File: src/rtl/cmos_pattern_gen.sv
// Parametrised camera-stream source (VSYNC/HREF/CLKEN/DATA) with selectable test patterns.
// Latency: every output is registered one cycle behind the internal line/frame counters.
// Backpressure: none; free-running once started, a frame always runs to completion.
//
// Ports:
//   clk, rst (async active-high), enable (run request)
//   mode[1:0]    : 0 bars, 1 gradient, 2 pixel counter, 3 solid (latched at frame start)
//   solid_color  : constant for mode 3 (latched at frame start)
//   CMOS_VSYNC / CMOS_HREF / CMOS_CLKEN / CMOS_DATA : video stream, channel CH_NUM-1 in MSBs
//   X_POS / Y_POS : active pixel column / line row
//   frame_cnt     : completed frames, wraps
//   frame_checksum: only when PATTERN_GEN_CHECKSUM_EN is defined; mod-2^32 sum of the
//                   CLKEN pixels of the last completed frame
module cmos_pattern_gen #(
    parameter int IMG_HDISP = 640,
    parameter int IMG_VDISP = 480,
    parameter int H_BLANK   = 160,
    parameter int V_SYNC    = 2,
    parameter int V_BP      = 20,
    parameter int V_FP      = 10,
    parameter int CH_NUM    = 3,
    parameter int CH_WIDTH  = 8,
    parameter int CLKEN_DIV = 1
) (
    input  logic                       clk,
    input  logic                       rst,
    input  logic                       enable,
    input  logic [1:0]                 mode,
    input  logic [CH_NUM*CH_WIDTH-1:0] solid_color,
    output logic                       CMOS_VSYNC,
    output logic                       CMOS_HREF,
    output logic                       CMOS_CLKEN,
    output logic [CH_NUM*CH_WIDTH-1:0] CMOS_DATA,
    output logic [15:0]                X_POS,
    output logic [15:0]                Y_POS,
    output logic [15:0]                frame_cnt
`ifdef PATTERN_GEN_CHECKSUM_EN
    ,
    output logic [31:0]                frame_checksum
`endif
);

    localparam int          DW        = CH_NUM * CH_WIDTH;
    localparam int          LINE_LEN  = H_BLANK + IMG_HDISP * CLKEN_DIV;
    localparam logic [15:0] H_LAST    = 16'(LINE_LEN - 1);
    localparam logic [15:0] H_BLANK_W = 16'(H_BLANK);
    localparam logic [15:0] VS_LAST   = 16'(V_SYNC - 1);
    localparam logic [15:0] VBP_LAST  = 16'(V_BP - 1);
    localparam logic [15:0] VACT_LAST = 16'(IMG_VDISP - 1);
    localparam logic [15:0] VFP_LAST  = 16'(V_FP - 1);
    localparam logic [4:0]  DIV_LAST  = 5'(CLKEN_DIV - 1);

    typedef enum logic [2:0] {
        ST_IDLE,
        ST_VSYNC,
        ST_VBP,
        ST_ACTIVE,
        ST_VFP
    } state_t;

    state_t              state_q;
    logic [15:0]         hcnt_q;
    logic [15:0]         vcnt_q;
    logic [15:0]         x_q;
    logic [15:0]         y_q;
    logic [4:0]          div_q;
    logic [CH_WIDTH-1:0] p_q;
    logic [1:0]          mode_q;
    logic [DW-1:0]       solid_q;
    logic                done_q;
`ifdef PATTERN_GEN_CHECKSUM_EN
    logic [31:0]         acc_q;
`endif

    logic                line_end_d;
    logic                last_line_d;
    logic                href_d;
    logic                clken_d;
    logic                frame_end_d;
    logic                start_d;
    logic [15:0]         vlim_d;
    logic [2:0]          bar_idx_d;
    logic [2:0]          bar_code_d;
    logic [CH_WIDTH-1:0] grad_d;
    logic [DW-1:0]       pix_d;

    // Last line index of the current vertical region.
    always_comb begin
        vlim_d = VFP_LAST;
        case (state_q)
            ST_VSYNC:  vlim_d = VS_LAST;
            ST_VBP:    vlim_d = VBP_LAST;
            ST_ACTIVE: vlim_d = VACT_LAST;
            default:   vlim_d = VFP_LAST;
        endcase
    end

    assign line_end_d  = (hcnt_q == H_LAST);
    assign last_line_d = (vcnt_q == vlim_d);
    assign href_d      = (state_q == ST_ACTIVE) && (hcnt_q >= H_BLANK_W);
    assign clken_d     = href_d && (div_q == 5'd0);
    assign frame_end_d = (state_q == ST_VFP) && line_end_d && last_line_d;
    // A new frame starts from IDLE or directly off the last VFP cycle (no gap).
    assign start_d     = enable && ((state_q == ST_IDLE) || frame_end_d);

    assign bar_idx_d  = 3'(({16'd0, x_q} * 32'd8) / 32'(IMG_HDISP));
    assign bar_code_d = 3'd7 - bar_idx_d;
    assign grad_d     = CH_WIDTH'(x_q + y_q);

    for (genvar c = 0; c < CH_NUM; c++) begin : g_ch
        assign pix_d[c*CH_WIDTH +: CH_WIDTH] =
            (mode_q == 2'd0) ? (bar_code_d[c % 3] ? {CH_WIDTH{1'b1}} : {CH_WIDTH{1'b0}}) :
            (mode_q == 2'd1) ? grad_d :
            (mode_q == 2'd2) ? p_q + CH_WIDTH'(c) :
                               solid_q[c*CH_WIDTH +: CH_WIDTH];
    end

    always_ff @(posedge clk or posedge rst) begin
        if (rst) begin
            state_q    <= ST_IDLE;
            hcnt_q     <= '0;
            vcnt_q     <= '0;
            x_q        <= '0;
            y_q        <= '0;
            div_q      <= '0;
            p_q        <= '0;
            mode_q     <= '0;
            solid_q    <= '0;
            done_q     <= 1'b0;
            CMOS_VSYNC <= 1'b0;
            CMOS_HREF  <= 1'b0;
            CMOS_CLKEN <= 1'b0;
            CMOS_DATA  <= '0;
            X_POS      <= '0;
            Y_POS      <= '0;
            frame_cnt  <= '0;
`ifdef PATTERN_GEN_CHECKSUM_EN
            acc_q          <= '0;
            frame_checksum <= '0;
`endif
        end else begin
            CMOS_VSYNC <= (state_q == ST_VSYNC);
            CMOS_HREF  <= href_d;
            CMOS_CLKEN <= clken_d;
            CMOS_DATA  <= clken_d ? pix_d : '0;
            X_POS      <= href_d ? x_q : '0;
            Y_POS      <= (state_q == ST_ACTIVE) ? y_q : '0;

            // Frame-count update is delayed one cycle so it lands after the last VFP output cycle.
            done_q <= frame_end_d;
            if (done_q) begin
                frame_cnt <= frame_cnt + 16'd1;
            end
`ifdef PATTERN_GEN_CHECKSUM_EN
            if (clken_d) begin
                acc_q <= acc_q + 32'(pix_d);
            end
            if (done_q) begin
                frame_checksum <= acc_q;
                acc_q          <= '0;
            end
`endif

            if (clken_d) begin
                x_q <= x_q + 16'd1;
                p_q <= p_q + CH_WIDTH'(1);
            end
            if (href_d) begin
                div_q <= (div_q == DIV_LAST) ? 5'd0 : div_q + 5'd1;
            end

            if (state_q != ST_IDLE) begin
                hcnt_q <= line_end_d ? 16'd0 : hcnt_q + 16'd1;
                // Line-end clears override the per-pixel increments above.
                if (line_end_d) begin
                    x_q    <= '0;
                    div_q  <= '0;
                    vcnt_q <= last_line_d ? 16'd0 : vcnt_q + 16'd1;
                    if (state_q == ST_ACTIVE) begin
                        y_q <= y_q + 16'd1;
                    end
                    if (last_line_d) begin
                        case (state_q)
                            ST_VSYNC:  state_q <= ST_VBP;
                            ST_VBP:    state_q <= ST_ACTIVE;
                            ST_ACTIVE: state_q <= ST_VFP;
                            default:   state_q <= ST_IDLE;
                        endcase
                    end
                end
            end

            if (start_d) begin
                state_q <= ST_VSYNC;
                hcnt_q  <= '0;
                vcnt_q  <= '0;
                x_q     <= '0;
                y_q     <= '0;
                div_q   <= '0;
                p_q     <= '0;
                mode_q  <= mode;
                solid_q <= solid_color;
            end
        end
    end

endmodule

File: config.mk
export PLATFORM = sky130hd
export DESIGN_NAME = cmos_pattern_gen
export DESIGN_NICKNAME = d
export VERILOG_FILES = /design/src/rtl/cmos_pattern_gen.sv
export SDC_FILE = /design/constraint.sdc
export NUM_CORES = 1
export LEC_CHECK = 0
export CORE_UTILIZATION = 59
export DETAILED_ROUTE_END_ITERATION = 16
export GPL_TIMING_DRIVEN = 0
export PLACE_DENSITY_LB_ADDON = 0.1
export SLEW_MARGIN = 10
export SYNTH_ARGS = -nofsm -noshare
export SYNTH_HDL_FRONTEND = slang
export SYNTH_SLANG_ARGS = --single-unit
File: constraint.sdc
create_clock -name clk -period 10.6 [get_ports clk]
set_input_delay 1.59 -clock clk [delete_from_list [all_inputs] [get_ports clk]]
set_output_delay 1.59 -clock clk [all_outputs]
set_load 0.02 [all_outputs]
# Yosys cells after proc, flatten, opt, wreduce, memory -nomap -nowiden
# Index checks and enable logic that the tools add are counted.
[word_totals] reg_bits=182
[op_classes] addsub=10 div_mod_pow=1 order_cmp=1 eq_ne=8 muxes=43 n_reduce_logical=18
[op_table] operator="$mux W16" count=17
[op_table] operator="$mux W8" count=14
[op_table] operator="$add A16 B1 Y16 const B" count=5
[op_table] operator="$div A19 B10 Y32 const B" count=1
[op_table] operator="$pmux W9 S3" count=1
[op_table] operator="$mux W5" count=5
[op_table] operator="$mux W24" count=1
[op_table] operator="$eq A16 B10 Y1 const B" count=1
[op_table] operator="$eq A16 B16 Y1" count=1
[op_table] operator="$ge A16 B8 Y1 const B" count=1
[op_table] operator="$mux W3" count=4
[op_table] operator="$reduce_bool A2 Y1" count=5
[op_table] operator="$pmux W3 S3" count=1
[op_table] operator="$add A8 B1 Y8 const B" count=1
[op_table] operator="$add A8 B2 Y8 const B" count=1
[op_table] operator="$add A8 B8 Y8" count=1
[op_table] operator="$eq A3 B2 Y1 const B" count=2
[op_table] operator="$reduce_and A3 Y1" count=2
[op_table] operator="$add A5 B1 Y5 const B" count=1
[op_table] operator="$logic_and A1 B1 Y1" count=5
[op_table] operator="$logic_not A5 Y1" count=1
[op_table] operator="$eq A3 B1 Y1 const B" count=1
[op_table] operator="$eq A3 B3 Y1 const B" count=1
[op_table] operator="$logic_not A3 Y1" count=1
[op_table] operator="other kinds (7)" count=7

# Logic depth before layout (Yosys ltp)
[logic_depth] word_depth=8 ltp_mapped=33 ltp_nobuf=28

# Worst setup path after synthesis
# Ideal clock, no wire load.
[synth_timing] kind="reg-to-reg" startpoint="reg x_q[1]" endpoint="reg CMOS_DATA[14]" t_arrival_ns=7.778 required_ns=10.489 path_slack_ns=2.711 stages_incl_launch_ff=30 n_path_buf=1 synth_period_minus_slack_ns=7.889 cell_sequence="dfrtp_1 inv_1 ha_1 nor4b_2 nand2_2 o21a_1 or3_4 a2111oi_2 mux2i_1 nand3_1 a221o_1 a32o_1 and3_1 buf_6 a21oi_2 mux2_2 nor3_2 o21ai_2 mux2_4 a21o_1 mux2_4 xnor2_2 mux2_2 a22oi_1 nor3_1 o31ai_2 o211ai_2 o21ai_2 a21boi_2 a2111oi_2"
[synth_via] elab_chain_cells=5
[synth_rtl] item="from (decl)" line_no="64" text="logic [15:0] x_q;"
[synth_rtl] item="from (signal assigned)" line_no="165" text="x_q <= x_q + 16'd1;"
[synth_rtl] item="$div A19 B10 Y32" line_no="106" text="assign bar_idx_d = 3'(({16'd0, x_q} * 32'd8) / 32'(IMG_HDISP));"
[synth_rtl] item="$sub A3 B3 Y3" line_no="107" text="assign bar_code_d = 3'd7 - bar_idx_d;"
[synth_rtl] item="$mux W8" line_no="112" text="(mode_q == 2'd0) ? (bar_code_d[c % 3] ? {CH_WIDTH{1'b1}} : {CH_WIDTH{1'b0}}) :"
[synth_rtl] item="$mux W8 *" line_no="112"
[synth_rtl] item="$mux W24 *" line_no="145" text="CMOS_DATA <= clken_d ? pix_d : '0;"
[synth_rtl] item="to (signal assigned)" line_no="145"
[synth_rtl] item="to (decl)" line_no="33" text="output logic [CH_NUM*CH_WIDTH-1:0] CMOS_DATA,"
# Every way passes the cells marked *; elsewhere a longest branch is shown, timed or not.
# A chain may end at the register's enable or synchronous reset.

# Final worst setup path
[layout_timing] startpoint="reg x_q[1]" endpoint="reg CMOS_DATA[2]"
# The elaborated chain is that of the path after synthesis.

==> out/metrics.yaml <==
timing:
  fin_crit_sh: 0.887
  setup_viol: 0
  slew_headroom: 0.242
  skew_ps: 17.2
  maxSlewViolCount: 0
  hold_viol: 0
  clock.fmax_mhz: 106
  tightest_slew_ps: 1130
  post-route-min-period_ps: 9400
  finalSetupTns_ps: 0
  rsz0062_at_grt: "no"
critical_path:
  crit_top_cell: "o211ai_1"
  crit_type: "register to register"
  end_kind: "register"
  max_stage_delay_ps: 650
  timing.rr.end: "CMOS_DATA[2]"
  start_kind: "register"
  ff2ff_setup_slack_ps: 1200
  reg2reg_from: "x_q[1]"
  crit_arrival_ps: 9740
  cp_max_fo: 10
  ff2ff_path_depth: 30
  critPathSlowestCell: "xnor2_1"
  required_ps: 10940
synth:
  synthTopCellsByArea: "dfrtp_1 39%, nand2_1 6.3%, nor2_1 5.0%"
  ys_seq_area_frac: 0.385
  yosysUniqueCellTypes: 102
  syn-num-nets: 1401
  synth_ff_type: "dfrtp_1"
  yosysTopAreaCell: "dfrtp_1"
  syn_inst: 1352
  yosysMostFrequentCell: "nand2_1"
  synthArstFlopShare: 1.00
  synthesis.area_um2: 11800
  yosysTopAreaCellShare: 0.385
  ys_ff_latch: 182
  synthTopCellsByCount: "199 x nand2_1, 182 x dfrtp_1, 157 x nor2_1, 66 x xnor2_1, 58 x xor2_1"
  postSynthAreaPerCell_um2: 8.74
  synth_edf_count: 0
  ys_warn_count: 0
cts:
  clock_path_buffers: 2
  clock-root-buffer: "clkbuf_16"
  cts_resized: 0
  insertion_delay_ps: 440
  clk_pin_slew_ps: 80
  htreeDepth: 4
  cts_setup_buffers: 0
  cts.sinks: 182
  holdBufCountCts: 0
  cts_tree: "built"
  cts-buffers-inserted: 17
layout:
  fin_nets: 1525
  multiInputGateArea_um2: 6910
  drive_gt1_frac: 0.0792
  nFillCells: 1547
  antennaDiodeCount: 0
  syn2layout_area_growth_pct: 17.2
  seqCellArea_um2: 4550
worst_hold_path:
  hp-start: "frame_cnt[15]"
  min_to: "frame_cnt[15]"
  hp-class: "register to register"
  min_path_cells: 1
global_routing:
  antenna_found_initial: 0
  grt_first_pass_wirelength_um: 51000
  grt_max_degree: 96
  grt_use_total: 0.316
  gr-total-overflow: 0
  grt_pass1_vias: 10100
floorplan:
  core_um2: 19500
  die_x_um: 144
  rows: 51
  io_pins: 104
  start_util: 0.605
  die_h_um: 144
  die_area_um2: 20600
route:
  avgRoutedWirePerCell_um: 18.0
  first_pass_iters: 5
  first_iter_violations: 710
  antenna_left: 0
  vias: 10700
  drc_errors: 0
  routed_wirelength_um: 31600
  drt-vias-per-instance: 6.10
power_and_ir_drop:
  ir_worst_vdd_v: 0.000137
  p_leak_uw: 0.00577
  p_per_area_nw_per_um2: 98.8
  fin_total_pwr_uw: 1370
placement:
  port_buffers: 103
  hpwl_um: 23300
  place.gp.congestion: 0.943
flow_run:
  drv_cap: 0
status:
  outcome: "finished clean"
==> per-stage QoR <==
| step | hold WS [ps] | cells | cell area, um^2 | util | worst slack [ps] |
|---|---|---|---|---|---|
| 2_1_floorplan | 445 | 1352 | 11800 | - | 2710 |
| 3_3_place_gp | 458 | 1720 | 13200 | 0.675 | 1410 |
| 3_5_place_dp | 461 | 1722 | 13200 | 0.678 | 1440 |
| 4_1_cts | 477 | 1754 | 13800 | 0.709 | 1370 |
| 5_1_grt | 499 | 1754 | 13800 | 0.709 | 536 |
| 6_report | 472 | 1754 | 13800 | 0.709 | 1200 |
==> cells by family after synthesis <==
kind of cell,synth area share
fa+ha+maj,0.0227
mux,0.0344
compound gates,0.175
buf+inv,0.0303
xor+xnor,0.0974
simple gates,0.255
flops,0.385
==> flip-flops by register name, indices dropped and copies added, names as in the netlist <==
name	count
p_q	8
CMOS_CLKEN	1
solid_q	24
CMOS_DATA	24
CMOS_HREF	1
done_q	1
frame_cnt	16
X_POS	16
hcnt_q	16
div_q	5
CMOS_VSYNC	1
mode_q	2
Y_POS	16
y_q	16
vcnt_q	16
state_q	3
x_q	16
==> worst max path at each step <==
stage / startpoint / to / slack, ps
floorplan: x_q[1] / CMOS_DATA[14] / 2710
global placement: x_q[1] / CMOS_DATA[11] / 1410
detailed placement: x_q[1] / CMOS_DATA[2] / 1440
CTS: x_q[1] / CMOS_DATA[2] / 1370
global route: x_q[1] / CMOS_DATA[11] / 540
finish: x_q[1] / CMOS_DATA[2] / 1200
==> routing by layer <==
metal | up-vias | global-route usage | wire length [um]
li1 | 5069 | - | -
met1 | 5189 | 0.428 | 13900
met2 | 377 | 0.520 | 15100
met3 | 59 | 0.0417 | 1840
met4 | 0 | 0.111 | 719
met5 | - | 0 | 0
==> area by class of cell <==
cell class | count | share of cell area
clock buffer | 17 | 0.0307
multi-input combinational | 1083 | 0.499
clock inverter | 15 | 0.0139
timing repair buffer | 105 | 0.0770
buffer | 60 | 0.0185
sequential | 182 | 0.329
tap | 265 | 0.0239
inverter | 27 | 0.00786
==> where the power goes <==
group	switching, uW	leakage [uW]	internal [uW]	total [uW]
sequential	0	0.00242	694	694
clock	324	0.000301	325	649
combinational	15.1	0.00304	10.3	25.4
total	339	0.00577	1030	1370
==> critical path: cells and delay by family (launching register included) <==
kind	cells	cell delay (ps)
AOI/OAI and AO/OA	15	4070
and+or+nand+nor	9	2650
buffers and inverters	3	730
xor gates and xnor gates	1	650
DFF	1	490
muxes	1	430
adders and majority gates	1	270
==> layout by cell type, fill, tap and decap left out, types with 8 or more instances in the layout <==
cell	n
a2111oi_2	10
a211oi_1	22
a21oi_1	54
a31oi_1	14
and2_1	36
and3_1	23
clkbuf_1	44
clkbuf_16	17
clkdlybuf4s50_1	103
dfrtp_1	182
ha_1	19
inv_1	25
mux2i_1	32
nand2_1	199
nand2b_1	11
nand3_1	52
nand4_1	31
nor2_1	157
nor3_1	29
nor4_1	12
o211ai_1	15
o21a_1	8
o21ai_0	42
o21ai_1	8
or2_2	8
or3_1	15
xnor2_1	66
xor2_1	58
Note: power is estimated with default switching activity, not from simulation.
